===== src/rtl/sr_bank_arbiter.sv =====
// Round-robin arbiter giving NREQ requesters serialized S/R access to a shared bank of NBITS SR bits.
// One command per IDLE->EXEC->DONE pass; illegal S=R=1 commands are flagged and counted.
//
// state | meaning
// IDLE  | waiting for any req; winner and its command latched on exit
// EXEC  | gnt held for the winner; command applied to q on exit
// DONE  | ack (and err for S=R=1) pulse
module sr_bank_arbiter #(
  parameter int NREQ  = 4,
  parameter int NBITS = 8,
  localparam int IW = $clog2(NBITS),
  localparam int PW = (NREQ > 1) ? $clog2(NREQ) : 1
) (
  input  logic                 clk,
  input  logic                 rst,
  input  logic [NREQ-1:0]      req,
  input  logic [NREQ-1:0]      cmd_s,
  input  logic [NREQ-1:0]      cmd_r,
  input  logic [NREQ*IW-1:0]   cmd_idx,
  input  logic                 clr,
  output logic [NREQ-1:0]      gnt,
  output logic                 ack,
  output logic                 err,
  output logic                 busy,
  output logic [NBITS-1:0]     q,
  output logic [7:0]           err_cnt
);

  typedef enum logic [1:0] {
    IDLE = 2'd0,
    EXEC = 2'd1,
    DONE = 2'd2
  } state_t;

  state_t          state, state_nxt;
  logic [PW-1:0]   ptr;
  logic [PW-1:0]   win;
  logic            win_found;
  logic [PW-1:0]   lat_win;
  logic            lat_s;
  logic            lat_r;
  logic [IW-1:0]   lat_idx;
  logic [NREQ-1:0] gnt_r;

  always_ff @(posedge clk or negedge rst) begin
    if (!rst) begin
      state <= IDLE;
    end else begin
      state <= state_nxt;
    end
  end

  always_comb begin
    state_nxt = state;
    case (state)
      IDLE:    if (|req) state_nxt = EXEC;
      EXEC:    state_nxt = DONE;
      DONE:    state_nxt = IDLE;
      default: state_nxt = IDLE;
    endcase
  end

  always_comb begin
    gnt  = gnt_r;
    ack  = (state == DONE);
    err  = (state == DONE) && lat_s && lat_r;
    busy = (state != IDLE);
  end

  // Search starts just above the last winner so every requester is served within NREQ passes.
  always_comb begin
    win       = ptr;
    win_found = 1'b0;
    for (int k = 1; k <= NREQ; k++) begin
      if (!win_found && req[(int'(ptr) + k) % NREQ]) begin
        win       = PW'((int'(ptr) + k) % NREQ);
        win_found = 1'b1;
      end
    end
  end

  always_ff @(posedge clk or negedge rst) begin
    if (!rst) begin
      ptr     <= PW'(NREQ - 1);
      lat_win <= '0;
      lat_s   <= 1'b0;
      lat_r   <= 1'b0;
      lat_idx <= '0;
      gnt_r   <= '0;
      q       <= '0;
      err_cnt <= 8'd0;
    end else begin
      if (state == IDLE && |req) begin
        lat_win <= win;
        lat_s   <= cmd_s[win];
        lat_r   <= cmd_r[win];
        lat_idx <= cmd_idx[int'(win)*IW +: IW];
        gnt_r   <= {{(NREQ-1){1'b0}}, 1'b1} << win;
      end
      if (state == EXEC) begin
        gnt_r <= '0;
        ptr   <= lat_win;
        if (lat_s && lat_r && err_cnt != 8'hFF) begin
          err_cnt <= err_cnt + 8'd1;
        end
      end
      // clr wins over a coincident command; S=R (00 or 11) leaves the bit alone.
      if (clr) begin
        q <= '0;
      end else if (state == EXEC && lat_s != lat_r) begin
        q[lat_idx] <= lat_s;
      end
    end
  end

endmodule


===== config.mk =====
export PLATFORM = sky130hd
export DESIGN_NAME = sr_bank_arbiter
export DESIGN_NICKNAME = d
export VERILOG_FILES = /design/src/rtl/sr_bank_arbiter.sv
export SDC_FILE = /design/constraint.sdc
export NUM_CORES = 1
export LEC_CHECK = 0
export ABC_CLOCK_PERIOD_IN_PS = 2900
export BUFFER_PORTS_ARGS = -buffer_cell sky130_fd_sc_hd__buf_4
export CAP_MARGIN = 25
export CORE_MARGIN = 4
export CORE_UTILIZATION = 50
export CTS_CLUSTER_SIZE = 40
export DETAILED_ROUTE_END_ITERATION = 16
export PLACE_DENSITY = 0.82
export SLEW_MARGIN = 20
export SYNTH_ARGS = -nofsm -noshare
export SYNTH_HDL_FRONTEND = slang
export SYNTH_SLANG_ARGS = --single-unit

===== constraint.sdc =====
create_clock -name clk -period 2.9 [get_ports clk]
set_clock_uncertainty 0.15 [all_clocks]
set_input_delay 0.725 -clock clk [delete_from_list [all_inputs] [get_ports clk]]
set_output_delay 0.725 -clock clk [all_outputs]
set_load 0.03 [all_outputs]

==> results.ini, run 1 <==
[run_status]
status=completed

[global_route]
grt_max_degree=32
grt_pass1_wl_um=6360
grt_usage=0.198
overflow=0
antenna_found_initial=0
grt_pass1_vias=1355

[synthesis]
ys_types=35
synthCells=156
synth_top_family_by_area=simple AND/OR/NAND/NOR gates
yosys_warnings=0
synth_ff_type=dfrtp_1
syn_area_mm2=0.00159
synth.area.top_cells=dfrtp_1, mux2i_1, nor2_1
synthAdderAreaFrac=0.0157
ys_seq_elements=31
yosysTopAreaCellShare=0.456
muxShareOfSynthArea=0.126
synth_edf_count=0
synth_fp_nets=185
synth_compound_area_frac=0.108
synth-simple-area-share=0.183
yosysTopAreaCell=dfrtp_1
async_flop_share=1.00
seq_area_frac_synth=0.489
synth-xor-area-share=0.0385
syn_area_per_cell_um2=10.2

[cts]
postCtsHoldBufs=0
cts_made_buffers=5
insertion_delay_ns=0.33
cts_resized=0
htreeDepth=2
clk_pin_slew_ns=0.08
tritoncts=built
cts_setup_buffers=0
root_buffer=clkbuf_4
clockBufferDepth=2
numClockSinks=31

[floorplanning]
core_mm2=0.00305
io_pins=50
die-area_mm2=0.00415
fp-row-count=20
die_y_um=64.4
initial_core_util=0.522
die_w_um=64.4

[timing]
max_freq_mhz=455
hold_violations=0
rsz0062_at_grt=false
finalSetupViolCount=0
min_period_over_period=0.758
period_minus_slack_ns=2.20
drv_slew=0
max-slew-margin-rel=0.585
fin_tns_setup_ns=0
timing_worst_slew_pin_value_ns=0.619

[worst_setup_path]
critical_path.top_delay_family=compound AO/OA/AOI/OAI gates
arrival_ns=2.23
path_cells=mux2i_1 > a221oi_4 > buf_4 > mux2i_1 > a31oi_1 > a21boi_0
r2r_slack_ns=0.70
r2r_cells=6
end_kind=register
crit_type=reg -> reg
cpPeakStageDelay_ns=0.59
crit_top_cell=mux2i_1
r2r-end=lat_idx[0]
r2r-start=ptr[1]
cp.buffers_inverters=1
cp_num_cells=6
crit_path_top_delay_cell=dfstp_2
critPathRequiredTime_ns=2.93
path_max_fanout=10
crit_path_end=lat_idx[0]
critPathLaunch=ptr[1]
crit_path_start_kind=register

[power]
ir_worst_vdd_uv=654
p_per_area_mw_per_mm2=941
p_leak_uw=0.00102

[route]
dr.pass1.iters=4
final_antenna_net_count=0
drtIter0Drc=53
routed_wl_um=3660
drc=0
vias=1347
via_per_inst=5.37
wl_per_cell_um=14.6

[final_layout]
nets=235
nFillCells=270
antenna_cells=0
design_area_mm2=0.00203
drive_above_1_share=0.304
syn2layout_area_growth_pct=27.5

[place]
dpl.hpwl_um=2800
postPlaceCellArea_mm2=0.00198
port_buffers=49
place.gp.congestion=0.788

[min_path]
hold_class=in -> async

[run]
drv.max_cap_violation_count=0

[logic make-up after synthesis]
group | count (synthesis)
compound gates | 22
xor+xnor | 7
fa+ha+maj | 2
buf+inv | 13
flops | 31
mux | 20
simple gates | 61
[state kept, by name, summed over array words and instances, names as in the netlist]
signal,cells
lat_r,1
lat_idx,3
lat_win,2
state,2
lat_s,1
gnt,4
ptr,2
q,8
err_cnt,8
[worst min-delay path by stage]
stage               startpoint         end  slack [ns]  depth (start not counted)
floorplan                  rst  err_cnt[0]        0.28                          0
global placement    lat_win[1]  lat_win[1]        0.31                          1
detailed placement  lat_win[1]  lat_win[1]        0.32                          1
CTS                        rst  err_cnt[6]        0.16                          1
global route               rst  lat_win[1]        0.18                          1
finish                     rst        q[2]        0.16                          1
[layer usage]
layer	global-route usage	vias up	wire, um
met5	0	-	0
met1	0.240	655	1470
met4	0.108	0	98
met3	0.0503	10	211
met2	0.322	39	1870
li1	-	643	-
[metrics by stage]
| stage | setup slack (ns) | power, uW | instances | hold WS [ns] | utilization |
|---|---|---|---|---|---|
| after global placement | 0.558 | 1640 | 243 | 0.312 | 0.649 |
| after floorplan | 0.770 | 1410 | 156 | 0.279 | - |
| final | 0.701 | 1910 | 251 | 0.162 | 0.665 |
| after global routing | 0.540 | 2060 | 251 | 0.175 | 0.665 |
| after detailed placement | 0.471 | 1690 | 243 | 0.318 | 0.649 |
| after CTS | 0.701 | 1930 | 251 | 0.157 | 0.665 |
[cell type report]
type / instances / area [um2] / share of cell area
sequential: 31 / 778 / 0.383
multi-input combinational: 112 / 751 / 0.370
timing repair buffer: 50 / 375 / 0.185
tap: 44 / 55.1 / 0.0271
clock buffer: 8 / 48.8 / 0.0240
inverter: 6 / 22.5 / 0.0111
[power breakdown]
part           total, uW  leakage, uW  internal, uW  switching (uW)
registers            743     0.000394           584             159
clock network        231    0.0000265          96.4             134
logic                937     0.000595           385             552
[cells in the final DEF (no fill, tap or decap), types with 2 or more instances in the layout]
cell type	count
nor3b_1	4
ha_1	2
dfstp_2	2
dfrtp_1	29
inv_1	5
xor2_1	6
nor3_1	4
nor2_1	19
buf_4	50
o31ai_1	2
and3_1	2
nand3b_1	2
or2_2	2
mux2i_1	19
clkbuf_1	3
nand2b_1	2
a31oi_1	6
o21ai_0	3
nand2_1	12
nand3_1	12
a21boi_0	4
clkbuf_4	5
[synthesized netlist by cell type (3+ instances only)]
cell / number
nor3_1: 4
buf_2: 3
dfrtp_1: 29
nand3_1: 12
o21ai_0: 3
nor3b_1: 4
mux2i_1: 19
xor2_1: 6
nor2_1: 19
a21boi_0: 4
inv_1: 5
nand2_1: 12
a31oi_1: 6
Note: power is estimated with default switching activity, not from simulation.
==> run 2: changes to the inputs <==
ABC_CLOCK_PERIOD_IN_PS = 1800   (was 2900)
CORE_UTILIZATION = 45   (was 50)
PLACE_DENSITY = 0.79   (was 0.82)
clock period = 1.8 ns   (was 2.9 ns; I/O delays follow)
==> results.ini, run 2 (synthesized netlist as in run 1, its figures left out) <==
[route]
wl_per_cell_um=14.9
dr.pass1.iters=4
final_antenna_net_count=0
vias=1376
drc=0
via_per_inst=5.08
routed_wl_um=4040
drtIter0Drc=44

[final_layout]
nets=253
design_area_mm2=0.00232
drive_above_1_share=0.444
ff_latch_area_um2=785
final_common_cell=buf_4
nFillCells=269
syn2layout_area_growth_pct=45.4
antenna_cells=0
layout_common_cells=buf_4, dfrtp_1, nor2_1
multi_input_area_um2=827

[worst_setup_path]
arrival_ns=1.97
crit_type=reg -> reg
end_kind=register
r2r_slack_ns=-0.10
critPathRequiredTime_ns=1.87
r2r-start=ptr[1]
crit_path_top_delay_cell=dfstp_2
r2r_cells=6
crit_path_start_kind=register
r2r-end=lat_idx[1]
cp.buffers_inverters=1
critPathLaunch=ptr[1]
crit_path_end=lat_idx[1]
cpPeakStageDelay_ns=0.62
cp_num_cells=6
critical_path.top_delay_family=flip-flops
path_cells=mux2i_4 > a221oi_4 > buf_12 > mux2i_1 > a31oi_1 > a21boi_1
path_max_fanout=9

[power]
p_leak_uw=0.00112
p_per_area_mw_per_mm2=1600
seqPwrFrac=0.323
switching_power_uw=1540
intPower_uw=2170
clkPwrFrac=0.128
ir_worst_vdd_uv=914
p_comb_frac=0.549
swShare=0.415

[timing]
period_minus_slack_ns=1.90
max_freq_mhz=526
min_period_over_period=1.06
max-slew-margin-rel=0.732
fin_ws_ns=-0.103
rsz0062_at_grt=true
drv_slew=0
hold_ws_ns=0.172
finalSetupViolCount=7
timing_worst_slew_pin_value_ns=0.402
hold_violations=0

[floorplanning]
die-area_mm2=0.00456
die_y_um=67.5
fp-row-count=21
io_pins=50
initial_core_util=0.470
die_w_um=67.5
core_mm2=0.00339

[cts]
cts_made_buffers=5
root_buffer=clkbuf_4
insertion_delay_ns=0.34
tritoncts=built
clockBufferDepth=2
htreeDepth=2
clk_pin_slew_ns=0.10
numClockSinks=31

[min_path]
hold_class=in -> reg
hold_path_startpoint=clr

[place]
place.gp.congestion=0.773
port_buffers=49
postPlaceCellArea_mm2=0.00210
dpl.hpwl_um=3000

[global_route]
grt_pass1_vias=1365
grt_max_degree=32
overflow=0
grt_usage=0.191
antenna_found_initial=0
grt_pass1_wl_um=6310

[run]
drv.max_cap_violation_count=0

[run_status]
failed_checks=setup timing
status=complete, but fails checks

## run 2: changes by cell type in the layout (fill, tap and decap cells not counted), moves of 2 or more
cell      before  now
clkbuf_8       0    2
o31ai_1        2    0
mux2i_2        0    2
a21boi_1       0    2
clkbuf_1       3    1
inv_1          5    3
dfrtp_1       29   24
mux2i_1       19   16
dfrtp_2        0    5
buf_4         50   59
nor3b_1        4    1
buf_6          0    7
a21boi_0       4    2
nor3b_2        0    3
## run 2: metrics by stage
stage | power [uW] | cells | setup slack, ns | util | TNS [ns]
2_1_floorplan | 2300 | 156 | -0.128 | - | -0.201
3_3_place_gp | 2870 | 256 | -0.0541 | 0.619 | -0.208
3_5_place_dp | 2960 | 256 | -0.152 | 0.619 | -0.633
4_1_cts | 3510 | 267 | -0.142 | 0.653 | -0.766
5_1_grt | 3940 | 271 | -0.214 | 0.683 | -1.39
6_report | 3700 | 271 | -0.103 | 0.683 | -0.582
## run 2: worst min path at each step
stage | end | slack (ns) | depth (start not counted)
2_1_floorplan | err_cnt[0] | 0.004 | 0
3_3_place_gp | q[0] | 0.24 | 1
3_5_place_dp | q[6] | 0.26 | 1
4_1_cts | q[0] | 0.16 | 2
5_1_grt | q[2] | 0.17 | 2
6_report | q[0] | 0.17 | 2
## run 2: timing repair
item | 4_1_cts | 5_1_grt
hold buffers | 1 | 0
resized for setup | 6 | 17
endpoints found under the hold margin | 29 | 0
endpoints found under the setup margin | 7 | 15
pin swaps | 2 | 5
setup buffers | 2 | 7
## run 2: worst register-to-register path: cells and delay by family (launching register included)
| kind | cells | cell delay (ns) |
|---|---|---|
| buffers and inverters | 1 | 0.17 |
| multiplexers | 2 | 0.30 |
| AO/OA/AOI/OAI | 3 | 0.56 |
| flip-flops | 1 | 0.62 |
## run 2: layer usage
| metal | share of wire | GRT usage | vias up | routed length (um) |
|---|---|---|---|---|
| met5 | 0 | 0 | - | 0 |
| met4 | 0.015 | 0.0759 | 0 | 59 |
| met3 | 0.074 | 0.0782 | 6 | 299 |
| met2 | 0.48 | 0.310 | 38 | 1950 |
| met1 | 0.43 | 0.222 | 651 | 1730 |
| li1 | - | - | 681 | - |
## run 2: power by group through the flow
stage / Combinational [uW] / Sequential [uW] / Clock (uW)
after global routing: 2200 / 1230 / 511
after global placement: 1710 / 1160 / 0
after CTS: 1850 / 1180 / 482
final: 2030 / 1190 / 474
after detailed placement: 1770 / 1190 / 0
after floorplan: 989 / 1310 / 0
## run 2: final cells by class
cell class,instances,area share
clock buffers,8,0.0297
multi-input cells,112,0.357
flip-flops and latches,31,0.339
inverters,6,0.0113
repair buffers,68,0.238
well taps,46,0.0249
==> run 3: changes to the inputs <==
ABC_AREA = 1   (was unset)
CORE_UTILIZATION = 47   (was 45)
PLACE_DENSITY = 0.8   (was 0.79)
==> results.ini, run 3 <==
[run_status]
status=complete, but fails checks
failed_checks=setup timing

[worst_setup_path]
critPathRequiredTime_ns=1.82
arrival_ns=1.96
path_max_fanout=6
r2r-start=ptr[1]
crit_path_top_delay_cell=dfstp_2
critical_path.top_delay_family=simple AND/OR/NAND/NOR gates
end_kind=register
crit_type=reg -> reg
critPathLaunch=ptr[1]
cpPeakStageDelay_ns=0.56
crit_top_cell=nand2_1
crit_path_start_kind=register
path_cells=inv_1 > nand2_1 > nand2_4 > nand2_2 > nand2_4 > inv_8 > nand3_4 > inv_2 > nand2_1 > nand2_4 > nand2_1 > nand3_1 > nand2_1
cp.buffers_inverters=3

[final_layout]
layout_common_cells=buf_4, nand2_1, nand3_1
antenna_cells=0
nets=336
final_cells=356
syn2layout_area_growth_pct=46.9
drive_above_1_share=0.429
ff_latch_area_um2=779
design_area_mm2=0.00267
nFillCells=276
final_common_cell=buf_4
multi_input_area_mm2=0.00110

[synthesis]
async_flop_share=1.00
synth_ff_type=dfrtp_1
synth_common_cells=nand2_1, nand3_1, dfrtp_1, inv_1, a21oi_1
yosysTopAreaCell=dfrtp_1
synth_edf_count=0
syn_area_mm2=0.00182
yosysTopAreaCellShare=0.399
synthCells=234
ys_types=28
syn_area_per_cell_um2=7.77
synth_most_common_cell=nand2_1
seq_area_frac_synth=0.428
yosys_warnings=0
synth.area.top_cells=dfrtp_1, nand2_1, nand3_1
synth_fp_nets=263
ys_seq_elements=31

[power]
p_leak_uw=0.00138
ir_worst_vdd_uv=1080
p_per_area_mw_per_mm2=1900

[cts]
htreeDepth=2
clockBufferDepth=2
clk_pin_slew_ns=0.06
cts_made_buffers=5
insertion_delay_ns=0.28
root_buffer=clkbuf_8
numClockSinks=31
tritoncts=built

[floorplanning]
io_pins=50
initial_core_util=0.493
die_w_um=70.2
die_y_um=70.2
core_mm2=0.00369
fp-row-count=22
die-area_mm2=0.00493

[route]
drtIter0Drc=91
drc=0
final_antenna_net_count=0
routed_wl_um=4780
wl_per_cell_um=13.4
dr.pass1.iters=4
via_per_inst=5.10
vias=1817

[global_route]
grt_usage=0.197
grt_pass1_vias=1753
overflow=0
antenna_found_initial=0
grt_pass1_wl_um=7730
grt_max_degree=32

[timing]
fin_ws_ns=-0.142
max-slew-margin-rel=0.762
finalSetupViolCount=10
period_minus_slack_ns=1.94
drv_slew=0
hold_violations=0
max_freq_mhz=515
min_period_over_period=1.08
timing_worst_slew_pin_value_ns=0.353
rsz0062_at_grt=true

[place]
place.gp.congestion=0.808
postPlaceCellArea_mm2=0.00233
placed_cells_incl_taps=341
dpl.hpwl_um=3320
port_buffers=49

[min_path]
hold_class=reg -> reg
hold_path_startpoint=lat_win[1]

[run]
drv.max_cap_violation_count=0

## run 3: cell types whose count changed after synthesis, moves of 9 or more
cell	delta
nand2_1	+60
nand3_1	+21
inv_1	+18
mux2i_1	-18
nor2_1	-12
a21oi_1	+11
nand2_2	+9
## run 3: final timing paths
kind | endpoint | slack, ns | cells past startpoint
setup / recovery | lat_r | -0.14 | 13
hold / removal | lat_win[1] | 0.34 | 2
setup reg to reg | lat_r | -0.14 | 13
hold reg to reg | lat_win[1] | 0.34 | 2
max in group asynchronous | ptr[0] | 0.71 | 2
min in group asynchronous | q[3] | 0.48 | 2
## run 3: layer usage
metal | vias to the layer above | wire [um] | global-route usage
met4 | 0 | 74 | 0.0702
met3 | 8 | 134 | 0.0504
met5 | - | 0 | 0
met1 | 877 | 2050 | 0.239
met2 | 29 | 2510 | 0.338
li1 | 903 | - | -
## run 3: cell type report
cell class	count	share of cell area
inverter	26	0.0421
clock inverter	1	0.00187
multi-input combinational	174	0.413
timing repair buffer	69	0.196
tap	48	0.0225
clock buffer	7	0.0323
sequential	31	0.292
## run 3: where the power goes
part / internal (uW) / switching (uW) / total (uW)
Sequential: 945 / 236 / 1180
Combinational: 1280 / 2080 / 3360
Clock: 307 / 236 / 543
## run 3: metrics by stage
| step | setup TNS [ns] | hold WS (ns) | power (uW) | setup WS [ns] | util |
|---|---|---|---|---|---|
| after floorplan | 0 | 0.00441 | 3040 | 0.00764 | - |
| after global placement | -0.154 | 0.246 | 3800 | -0.0399 | 0.632 |
| after detailed placement | -0.736 | 0.243 | 3860 | -0.122 | 0.632 |
| after CTS | -0.804 | 0.342 | 4710 | -0.121 | 0.688 |
| after global routing | -2.37 | 0.363 | 5470 | -0.269 | 0.725 |
| final | -1.06 | 0.343 | 5080 | -0.142 | 0.725 |
## run 3: cells by family after synthesis
group	after synthesis	share of synthesized area
AOI/OAI and AO/OA	20	0.0550
muxes	2	0.0117
adders and majority gates	2	0.0138
buffers and inverters	29	0.0695
DFF	31	0.428
xor gates and xnor gates	7	0.0337
and+or+nand+nor	143	0.389
## run 3: worst register-to-register path, delay by kind of cell (launching register included)
| kind | cells | cell delay, ns |
|---|---|---|
| and+or+nand+nor | 10 | 0.84 |
| buffers and inverters | 3 | 0.30 |
| DFF | 1 | 0.56 |
## run 3: repair_timing
item,4_1_cts,5_1_grt
endpoints found under the setup margin,12,17
cloned,0,0
setup buffers,3,3
pin swaps,15,11
endpoints found under the hold margin,29,0
hold buffers,1,0
resized for setup,22,25
